**src/rtl/instr_fetch_queue.sv**
```systemverilog
// Instruction-fetch front end: owns the PC, drives the instruction memory address and buffers
// {pc, instr} pairs for decode. Optional performance counters are enabled by FETCH_PERF_CNT_EN.
module instr_fetch_queue #(
    parameter logic [31:0] RESET_PC = 32'h0000_0000,
    parameter int          DEPTH    = 4,
    parameter int          CNT_W    = $clog2(DEPTH) + 1
) (
    input  logic             clk,
    input  logic             rst_n,
    output logic [31:0]      imem_addr,
    input  logic [31:0]      imem_instr,
    input  logic             redirect,
    input  logic [31:0]      redirect_pc,
    output logic             out_valid,
    input  logic             out_ready,
    output logic [31:0]      out_instr,
    output logic [31:0]      out_pc,
    output logic [31:0]      out_pc_plus4,
`ifdef FETCH_PERF_CNT_EN
    output logic [31:0]      perf_fetched,
    output logic [31:0]      perf_stall,
    output logic [31:0]      perf_flush,
`endif
    output logic [CNT_W-1:0] count
);

    localparam int PTR_W = $clog2(DEPTH);

    logic [31:0]      pc_q,     pc_d;
    logic [PTR_W-1:0] wr_ptr_q, wr_ptr_d;
    logic [PTR_W-1:0] rd_ptr_q, rd_ptr_d;
    logic [CNT_W-1:0] count_q,  count_d;
    logic [31:0]      mem_pc_q    [DEPTH];
    logic [31:0]      mem_instr_q [DEPTH];

    logic             pop_s;
    logic             push_s;
    logic             full_s;

    assign full_s    = (count_q == CNT_W'(DEPTH));
    assign pop_s     = out_valid & out_ready;
    assign push_s    = !redirect & (!full_s | pop_s);

    assign imem_addr    = pc_q;
    assign out_valid    = (count_q != CNT_W'(0));
    assign out_instr    = mem_instr_q[rd_ptr_q];
    assign out_pc       = mem_pc_q[rd_ptr_q];
    assign out_pc_plus4 = mem_pc_q[rd_ptr_q] + 32'd4;
    assign count        = count_q;

    // Next-state for PC, pointers and occupancy; redirect overrides push and pop.
    always_comb begin
        pc_d     = pc_q;
        wr_ptr_d = wr_ptr_q;
        rd_ptr_d = rd_ptr_q;
        count_d  = count_q;
        if (redirect) begin
            // Masking keeps the target word-aligned while every input bit stays in use.
            pc_d     = redirect_pc & 32'hFFFF_FFFC;
            wr_ptr_d = PTR_W'(0);
            rd_ptr_d = PTR_W'(0);
            count_d  = CNT_W'(0);
        end else begin
            if (push_s) begin
                pc_d     = pc_q + 32'd4;
                wr_ptr_d = wr_ptr_q + PTR_W'(1);
            end else begin
                pc_d     = pc_q;
                wr_ptr_d = wr_ptr_q;
            end
            if (pop_s) begin
                rd_ptr_d = rd_ptr_q + PTR_W'(1);
            end else begin
                rd_ptr_d = rd_ptr_q;
            end
            case ({push_s, pop_s})
                2'b10:   count_d = count_q + CNT_W'(1);
                2'b01:   count_d = count_q - CNT_W'(1);
                default: count_d = count_q;
            endcase
        end
    end

    // Control state registers.
    always_ff @(posedge clk or negedge rst_n) begin
        if (!rst_n) begin
            pc_q     <= RESET_PC;
            wr_ptr_q <= PTR_W'(0);
            rd_ptr_q <= PTR_W'(0);
            count_q  <= CNT_W'(0);
        end else begin
            pc_q     <= pc_d;
            wr_ptr_q <= wr_ptr_d;
            rd_ptr_q <= rd_ptr_d;
            count_q  <= count_d;
        end
    end

    // FIFO storage; cleared on reset so the head reads zero while empty.
    always_ff @(posedge clk or negedge rst_n) begin
        if (!rst_n) begin
            for (int i = 0; i < DEPTH; i++) begin
                mem_pc_q[i]    <= 32'h0000_0000;
                mem_instr_q[i] <= 32'h0000_0000;
            end
        end else if (push_s) begin
            mem_pc_q[wr_ptr_q]    <= pc_q;
            mem_instr_q[wr_ptr_q] <= imem_instr;
        end else begin
            mem_pc_q[wr_ptr_q]    <= mem_pc_q[wr_ptr_q];
            mem_instr_q[wr_ptr_q] <= mem_instr_q[wr_ptr_q];
        end
    end

`ifdef FETCH_PERF_CNT_EN
    logic [31:0] perf_fetched_q;
    logic [31:0] perf_stall_q;
    logic [31:0] perf_flush_q;

    // Performance counters survive redirects; only reset clears them.
    always_ff @(posedge clk or negedge rst_n) begin
        if (!rst_n) begin
            perf_fetched_q <= 32'h0000_0000;
            perf_stall_q   <= 32'h0000_0000;
            perf_flush_q   <= 32'h0000_0000;
        end else begin
            perf_fetched_q <= perf_fetched_q + (push_s ? 32'd1 : 32'd0);
            perf_stall_q   <= perf_stall_q + ((full_s & !pop_s & !redirect) ? 32'd1 : 32'd0);
            perf_flush_q   <= perf_flush_q + (redirect ? 32'd1 : 32'd0);
        end
    end

    assign perf_fetched = perf_fetched_q;
    assign perf_stall   = perf_stall_q;
    assign perf_flush   = perf_flush_q;
`endif

endmodule

```
**config.mk**
```make
export PLATFORM = sky130hd
export DESIGN_NAME = instr_fetch_queue
export DESIGN_NICKNAME = d
export VERILOG_FILES = /design/src/rtl/instr_fetch_queue.sv
export SDC_FILE = /design/constraint.sdc
export NUM_CORES = 1
export LEC_CHECK = 0
export BUFFER_PORTS_ARGS = -buffer_cell sky130_fd_sc_hd__buf_2
export CAP_MARGIN = 20
export CORE_ASPECT_RATIO = 1.1
export CORE_MARGIN = 2
export CORE_UTILIZATION = 37
export CTS_CLUSTER_DIAMETER = 80
export DETAILED_ROUTE_END_ITERATION = 8
export PLACE_DENSITY = 0.57
export SYNTH_ARGS = -nofsm -noshare
export SYNTH_HDL_FRONTEND = slang
export SYNTH_SLANG_ARGS = --single-unit
```
**constraint.sdc**
```tcl
create_clock -name clk -period 6.9 [get_ports clk]
set_input_delay 0.69 -clock clk [delete_from_list [all_inputs] [get_ports clk]]
set_output_delay 0.69 -clock clk [all_outputs]
set_load 0.05 [all_outputs]
```
# Word-level counts from Yosys, hierarchy flattened
# Index checks and enable logic that the tools add are counted.
# totals
mem_bits_ro,0
regBits,295
elab_cells,64
output_inout_bits,132
input_bits,68
latchBits,0
mem_bits_rw,0
memories,0
# classes
eq_ne,3
n_bitwise,5
addsub,6
order_cmp,3
n_mux,28
shifts,0
n_reduce_logical,7
n_div,0
multipliers,0
# ops
cell,n
$bwmux W128,4
$mux W32,11
$bmux W32 S2,4
$mux W128,2
$add A32 B3 Y32 const B,2
$demux W32 S2,1
$mux W2,4
$ge A3 B3 Y1 const B,2
$not A2 Y3,2
$pmux W3 S2,1
$reduce_bool A3 Y1,2
$add A2 B1 Y2 const B,2
$reduce_bool A2 Y1,2
$add A3 B1 Y3 const B,1
$eq A3 B3 Y1 const B,1
$lt A3 B1 Y1 const B,1
$mux W3,1
$sub A3 B1 Y3 const B,1
$and A1 B1 Y1,2
$eq A2 B1 Y1 const B,1
$eq A2 B2 Y1 const B,1
$logic_not A1 Y1,2
$logic_and A1 B1 Y1,1
$or A1 B1 Y1,1

# Depth between registers and ports, before layout
# Gate-level depths: netlist of the first run.
# logic_depth
word_depth,7
depth_mapped,8
ltp_nobuf,6

# Worst setup path before layout of the first run
# Ideal clock, no wire load.
# synth_timing
kind,register -> output
startpoint,register rd_ptr_q[1]
endpoint,output out_pc_plus4[24]
arrival_time_ns,3.052
path_slack_ns,3.158
stages_incl_launch_ff,8
path_buffers,2
required_ns,6.210
path_cell_list,dfrtp_1 -> buf_4 -> clkbuf_4 -> mux4_1 -> nand4_2 -> nor4_4 -> nand4_1 -> xnor2_1
# synth_between
elab_chain_cells,5
# synth_rtl
element,line,source
start: declaration,31,"logic [PTR_W-1:0] rd_ptr_q, rd_ptr_d;"
start signal: assignment,94,rd_ptr_q <= rd_ptr_d;
$not A2 Y3,--,
$bmux W32 S2,--,
$mux W32 (2 in series),--,
net out_pc[15],17,"output logic [31:0] out_pc,"
$add A32 B3 Y32,48,assign out_pc_plus4 = mem_pc_q[rd_ptr_q] + 32'd4;
end: declaration,18,"output logic [31:0] out_pc_plus4,"
# The timed path passes the listed nets, and every way through them passes these cells. The select of a mux whose other input is x is not followed.

# Final worst setup path of the first run
# layout_timing
startpoint,register rd_ptr_q[1]
endpoint,output out_pc_plus4[26]
# layout_between
elab_chain_cells,5
# layout_rtl
element,line
$not A2 Y3 (implied by the code),48
$bmux W32 S2,48
$mux W32 (implied by the code) (2 in series),48
$add A32 B3 Y32,48
# Every way passes these cells. The select of a mux whose other input is x is not followed.

==> results of run 1 <==
metal layers:
layer  vias up  track usage [%]
li1       5174                -
met1      5648             26.4
met2       303             32.1
met3        61             3.61
met4         6             4.84
met5         -                0
where the power goes:
group          switching (W)  total, W  internal (W)
Combinational        0.00335   0.00503       0.00169
Sequential          0.000648   0.00307       0.00243
Clock               0.000710   0.00177       0.00106
Total                0.00470   0.00988       0.00517
per-stage QoR:
stage	cells	total power [W]	hold WS, ns
final	2039	0.00988	0.201
after global routing	2039	0.0105	0.273
after CTS	2039	0.00998	0.260
after detailed placement	1980	0.00817	0.518
after global placement	1980	0.00805	0.506
after floorplan	1358	0.00695	0.394
path summary, 6_finish.rpt:
| check | start | endpoint | depth (start not counted) |
|---|---|---|---|
| worst max register to register | wr_ptr_q[1] | mem_pc_q[32] | 4 |
| worst max-delay path | rd_ptr_q[1] | out_pc_plus4[26] | 7 |
| min in group clk | redirect_pc[18] | imem_addr[18] | 3 |
| max in group asynchronous | rst_n | wr_ptr_q[1] | 2 |
| worst min-delay path | rst_n | mem_instr_q[90] | 1 |
| worst min register to register | mem_pc_q[65] | mem_pc_q[65] | 1 |
worst max-delay path, cell delays in order, from the launching register on:
cell and delay [ns]:
dfrtp_2 1.11, mux4_1 0.40, ha_1 0.21, nand3_1 0.15, nor2_1 0.77, nand4_1 0.21, xnor2_1 0.20, buf_2 0.29
Yosys cell counts (4+ instances only):
master / instances
a21oi_1: 250
and3_1: 12
and4_1: 6
buf_1: 4
buf_2: 17
buf_4: 5
clkbuf_1: 77
dfrtp_1: 293
ha_1: 6
inv_1: 4
mux2_2: 8
mux2i_1: 63
mux4_1: 14
mux4_2: 114
nand2_1: 59
nand3_1: 18
nand4_1: 16
nor2_1: 264
nor3_1: 8
o21ai_0: 30
xnor2_1: 29
xor2_1: 32
logic make-up (layout without fill, tap and decap cells):
| family | after synthesis | count (layout) |
|---|---|---|
| and+or+nand+nor | 404 | 404 |
| DFF | 293 | 293 |
| AOI/OAI and AO/OA | 281 | 281 |
| muxes | 199 | 199 |
| buffers and inverters | 111 | 272 |
| xor gates and xnor gates | 61 | 61 |
| adders and majority gates | 7 | 7 |
| other | 1 | 2 |
flip-flops by register name (all words and copies together), names as in the netlist:
signal       flops
count            3
imem_addr       30
mem_instr_q    128
mem_pc_q       128
rd_ptr_q         2
wr_ptr_q         2
layout make-up:
cell class	count	area, µm²
repair buffers	209	1100
fillers	3872	23200
clock inverters	6	30.0
multi-input cells	954	7530
flip-flops and latches	293	7340
well taps	520	651
inverters	4	15.0
clock buffers	53	1070
==> impl_metrics.tcl, run 1 <==
set metrics [dict create \
    root_buffer "clkbuf_16" \
    core_mm2 0.0410 \
    post_cts_buffers 0 \
    hold_class "input port to async pin" \
    synthArstFlopShare_pct 100 \
    leakage_nw 7.15 \
    fin_skew_ns 0.00936 \
    pre_cts_slack_ns 2.81 \
    post-route-util_pct 43.3 \
    grt_use_total_pct 19.4 \
    yosysTopAreaCell "dfrtp_1" \
    grt_setup_unrepaired "false" \
    fp.dieArea_mm2 0.0430 \
    fin_nets 1571 \
    numCtsBuffers 34 \
    path_clk_slew_ns 0.06 \
    place_hpwl_mm 25.5 \
    outcome "finished, final reports clean" \
    topRoutingLayerUsed "met5" \
    crit_path_max_fanout 37 \
    n_antenna_cell 0 \
    drc 0 \
    fmax_ghz 0.220 \
    yosys-top-cells-area "dfrtp_1 (48%), mux4_2 (17%), a21oi_1 (8.2%), nor2_1 (6.5%), mux2i_1 (4.1%)" \
    drtAntennaViolNets 0 \
    synth_edf_count 0 \
    post_dp_cell_area_mm2 0.0166 \
    setup_tns_ns 0 \
    final_cell_mix "dfrtp_1 (289), nor2_1 (263), a21oi_1 (250), buf_2 (194), mux4_2 (114)" \
    synth_fa_ha_area_share_pct 0.622 \
    wl_met1_mm 18.3 \
    htree_num_levels 2 \
    synthMuxAreaShare_pct 23.9 \
    critPathCaptureType "output port" \
    initial_core_util_pct 37.3 \
    ir_drop_mv 0.351 \
    antenna_found_initial 3 \
    cts_tree "built" \
    clkLatencyLatePin_ns 0.51 \
    r2r_slack_ns 3.44 \
    grt_max_degree 182 \
    worst-endpoint-arrival_ns 3.86 \
    drive_gt1_share_pct 26.3 \
    port_buffers 195 \
    post-route-cell-area_mm2 0.0177 \
    drv_slew 0 \
    crit_required_ns 6.21 \
    via_per_inst 5.49 \
    setup-violations-final 0 \
    synthesis.area_mm2 0.0153 \
    ctsHoldBuffers 0 \
    first_global_vias 11447 \
    synthSimpleGateAreaFrac_pct 11.6 \
    critPathKind "flip-flop to output port" \
    slew_headroom_pct 25.1 \
    finalHoldViolCount 0 \
    cellPowerDensity_mw_per_mm2 557 \
    wire_per_inst_um 20.1 \
    synthDistinctLibCells 43 \
    yosysSeqAreaShare_pct 47.9 \
    start_kind "flip-flop" \
    vias 11192 \
    drtIter0Drc 681 \
    drt_first_pass_iters 5 \
    die_h_um 217 \
    synth_flop_cell "dfrtp_1" \
    area_growth_syn_to_layout_pct 16.0 \
    fin_crit_sh_pct 65.9 \
    clock_sinks 293 \
    cap_violations 0 \
    post_cts_resized 0 \
    place.gp.congestion 0.776 \
    ys_ff_latch 293 \
    synthCells 1357 \
    fin_ws_ns 2.35 \
    synth_xor_area_share_pct 3.49 \
    grt_pass1_wl_mm 65.3 \
    synth_compound_area_share_pct 9.22 \
    ios 200 \
    dr_wl_met2_mm 19.7 \
    period_needed_ns 4.55 \
    fp-row-count 78 \
    wl_mm 41.1 \
    tightest_slew_ns 1.12 \
    synth.avg_cell_area_um2 11.3 \
    fp.dieW_um 198 \
    clock_path_buffers 3 \
    wl_met3_mm 2.27 \
    synth_warnings 0 \
    final_common_cell "dfrtp_1" \
    grt_remaining_overflow 0 \
    yosysTopAreaCellShare_pct 47.9 \
    synth_top_family_by_area "multiplexers" \
]
Power figures use the tool's default switching activity.
==> inputs of run 2 (changes only) <==
--- a/config.mk
+++ b/config.mk
@@ -12,7 +12,7 @@
 export CORE_UTILIZATION = 37
 export CTS_CLUSTER_DIAMETER = 80
 export DETAILED_ROUTE_END_ITERATION = 8
-export PLACE_DENSITY = 0.57
+export PLACE_DENSITY = 0.59
 export SYNTH_ARGS = -nofsm -noshare
 export SYNTH_HDL_FRONTEND = slang
 export SYNTH_SLANG_ARGS = --single-unit
==> constraint.sdc (replaced) <==
create_clock -name clk -period 4.05 [get_ports clk]
set_input_delay 0.405 -clock clk [delete_from_list [all_inputs] [get_ports clk]]
set_output_delay 0.405 -clock clk [all_outputs]
set_load 0.05 [all_outputs]
==> run 2 against run 1 <==
Net effect:
- clock skew shrank 0.00061 ns
- worst hold slack got worse by 0.099 ns
- first-iteration DRC count down 15%
- setup slack lost 2.3 ns
- final cell count is 0.74% higher
- count of clock-buffer cells in the layout is 3 lower
- critical path type unchanged
- global-route usage decreased by 0.51 points
- cell area up 1.4%
==> impl_metrics.tcl, run 2 (synthesis results as in run 1) <==
set metrics [dict create \
    outcome "finished, final reports clean" \
    path_clk_slew_ns 0.06 \
    cap_violations 0 \
    period_needed_ns 3.95 \
    area_growth_syn_to_layout_pct 17.6 \
    die_h_um 217 \
    clkLatencyLatePin_ns 0.51 \
    post_dp_cell_area_mm2 0.0168 \
    crit_path_max_fanout 24 \
    numCtsBuffers 35 \
    critPathKind "flip-flop to output port" \
    first_global_vias 11398 \
    drc 0 \
    drtIter0Drc 579 \
    final_cell_mix "dfrtp_1 (289), nor2_1 (262), a21oi_1 (250), buf_2 (194), mux4_2 (114)" \
    path_cells "buf_12, mux4_1, nand3_2, nor3_1, nand4_1, xnor2_1, buf_2" \
    min_delay_path_depth 3 \
    root_buffer "clkbuf_16" \
    clock_path_buffers 3 \
    ir_drop_mv 0.536 \
    leakage_nw 7.26 \
    grt_use_total_pct 18.9 \
    grt_max_degree 92 \
    fp-row-count 78 \
    grt_setup_unrepaired "false" \
    r2r_slack_ns 1.11 \
    htree_num_levels 2 \
    clock_sinks 293 \
    port_buffers 195 \
    setup-violations-final 0 \
    via_per_inst 5.46 \
    antenna_found_initial 3 \
    slew_headroom_pct 33.0 \
    setup_tns_ns 0 \
    drt_first_pass_iters 5 \
    min_from "redirect_pc[28]" \
    fin_crit_sh_pct 97.6 \
    met3_usage_pct 4.15 \
    drv_slew 0 \
    grt-busiest-layer "met2" \
    fp.dieW_um 198 \
    grt_remaining_overflow 0 \
    fin_nets 1584 \
    ff2ff_path_depth 6 \
    pre_cts_slack_ns 0.630 \
    final_common_cell "dfrtp_1" \
    start_kind "flip-flop" \
    path_buf_inv 2 \
    grt_pass1_wl_mm 63.9 \
    place.gp.congestion 0.752 \
    ios 200 \
    wl_mm 40.1 \
    grt.met2_usage_pct 31.9 \
    cts_tree "built" \
    critPathCaptureType "output port" \
    timing.rr.end "mem_instr_q[71]" \
    initial_core_util_pct 37.3 \
    met1_usage_pct 24.9 \
    finalHoldViolCount 0 \
    wire_per_inst_um 19.5 \
    post_cts_buffers 0 \
    drive_gt1_share_pct 27.1 \
    crit_family "simple AND/OR/NAND/NOR gates" \
    drtAntennaViolNets 0 \
    slowest_stage "dfrtp_4" \
    vias 11214 \
    crit_required_ns 3.64 \
    core_mm2 0.0410 \
    slowest_delay_ns 0.67 \
    r2r-start "count[2]" \
    worst-endpoint-arrival_ns 3.55 \
    post-route-cell-area_mm2 0.0180 \
    fin_ws_ns 0.0953 \
    hold_class "input port to flip-flop" \
    cellPowerDensity_mw_per_mm2 948 \
    fp.dieArea_mm2 0.0430 \
    critPathLaunch "rd_ptr_q[0]" \
    fin_skew_ns 0.00875 \
    hold_path_end "imem_addr[28]" \
    fmax_ghz 0.253 \
    place_hpwl_mm 25.9 \
    tightest_slew_ns 1.00 \
]
==> run 2: cell count changes in the layout (fill, tap and decap cells not counted) <==
cell,before,now
clkinvlp_4,0,2
nor2_1,263,262
buf_12,1,6
buf_4,13,19
clkbuf_8,8,7
diode_2,0,1
nor2_2,0,1
dlygate4sd3_1,0,1
clkbuf_1,8,6
bufinv_16,0,3
==> run 2: timing repair <==
| action | CTS | global route |
|---|---|---|
| setup endpoints to repair | 0 | 1 |
| endpoints found under the hold margin | 86 | 0 |
| gates resized for setup | 0 | 1 |
| hold buffers | 1 | 0 |
==> run 2: area by class of cell <==
type	instances	area [µm²]
Fill cell	3830	23000
Multi-Input combinational cell	954	7540
Sequential cell	293	7340
Timing Repair Buffer	221	1260
Clock buffer	50	1040
Tap cell	520	651
Clock inverter	11	135
Inverter	4	15.0
Antenna cell	1	2.50
==> run 2: where the power goes <==
| part | leakage, nW | internal (W) | switching, W | total (W) |
|---|---|---|---|---|
| registers | 3.22 | 0.00414 | 0.00103 | 0.00517 |
| clock network | 0.580 | 0.00198 | 0.00122 | 0.00320 |
| logic | 3.47 | 0.00293 | 0.00576 | 0.00869 |
| total | 7.26 | 0.00905 | 0.00801 | 0.0171 |
==> run 2: how the worst max path moves through the flow <==
stage                       end  slack, ns  depth (start not counted)
3_3_place_gp   out_pc_plus4[12]       0.66                          7
6_report       out_pc_plus4[31]        0.1                          7
3_5_place_dp   out_pc_plus4[12]       0.63                          7
2_1_floorplan  out_pc_plus4[24]       0.59                          7
4_1_cts        out_pc_plus4[12]       0.08                          7
5_1_grt        out_pc_plus4[31]      0.007                          7
==> run 2: metrics by stage <==
stage | utilization, % | power (W) | instances | hold slack [ns]
finish | 43.9 | 0.0171 | 2054 | 0.101
global route | 43.9 | 0.0181 | 2053 | 0.0978
CTS | 43.9 | 0.0172 | 2053 | 0.0777
detailed placement | 41.0 | 0.0139 | 1991 | 0.481
global placement | 41.0 | 0.0137 | 1991 | 0.485
floorplan | - | 0.0118 | 1358 | 0.109
==> run 2: worst min-delay path, delay by kind of cell <==
family	cells	cell delay, ns
buffers and inverters	1	0.07
AND/OR/NAND/NOR	1	0.04
AO/OA/AOI/OAI	1	0.05
==> run 2: metal layers <==
| metal | up-vias | wire (µm) | part of all wire, % |
|---|---|---|---|
| met5 | - | 25 | 0.062 |
| met4 | 4 | 544 | 1.4 |
| met3 | 44 | 2390 | 6.0 |
| met2 | 279 | 19700 | 49 |
| met1 | 5687 | 17400 | 43 |
| li1 | 5200 | - | - |
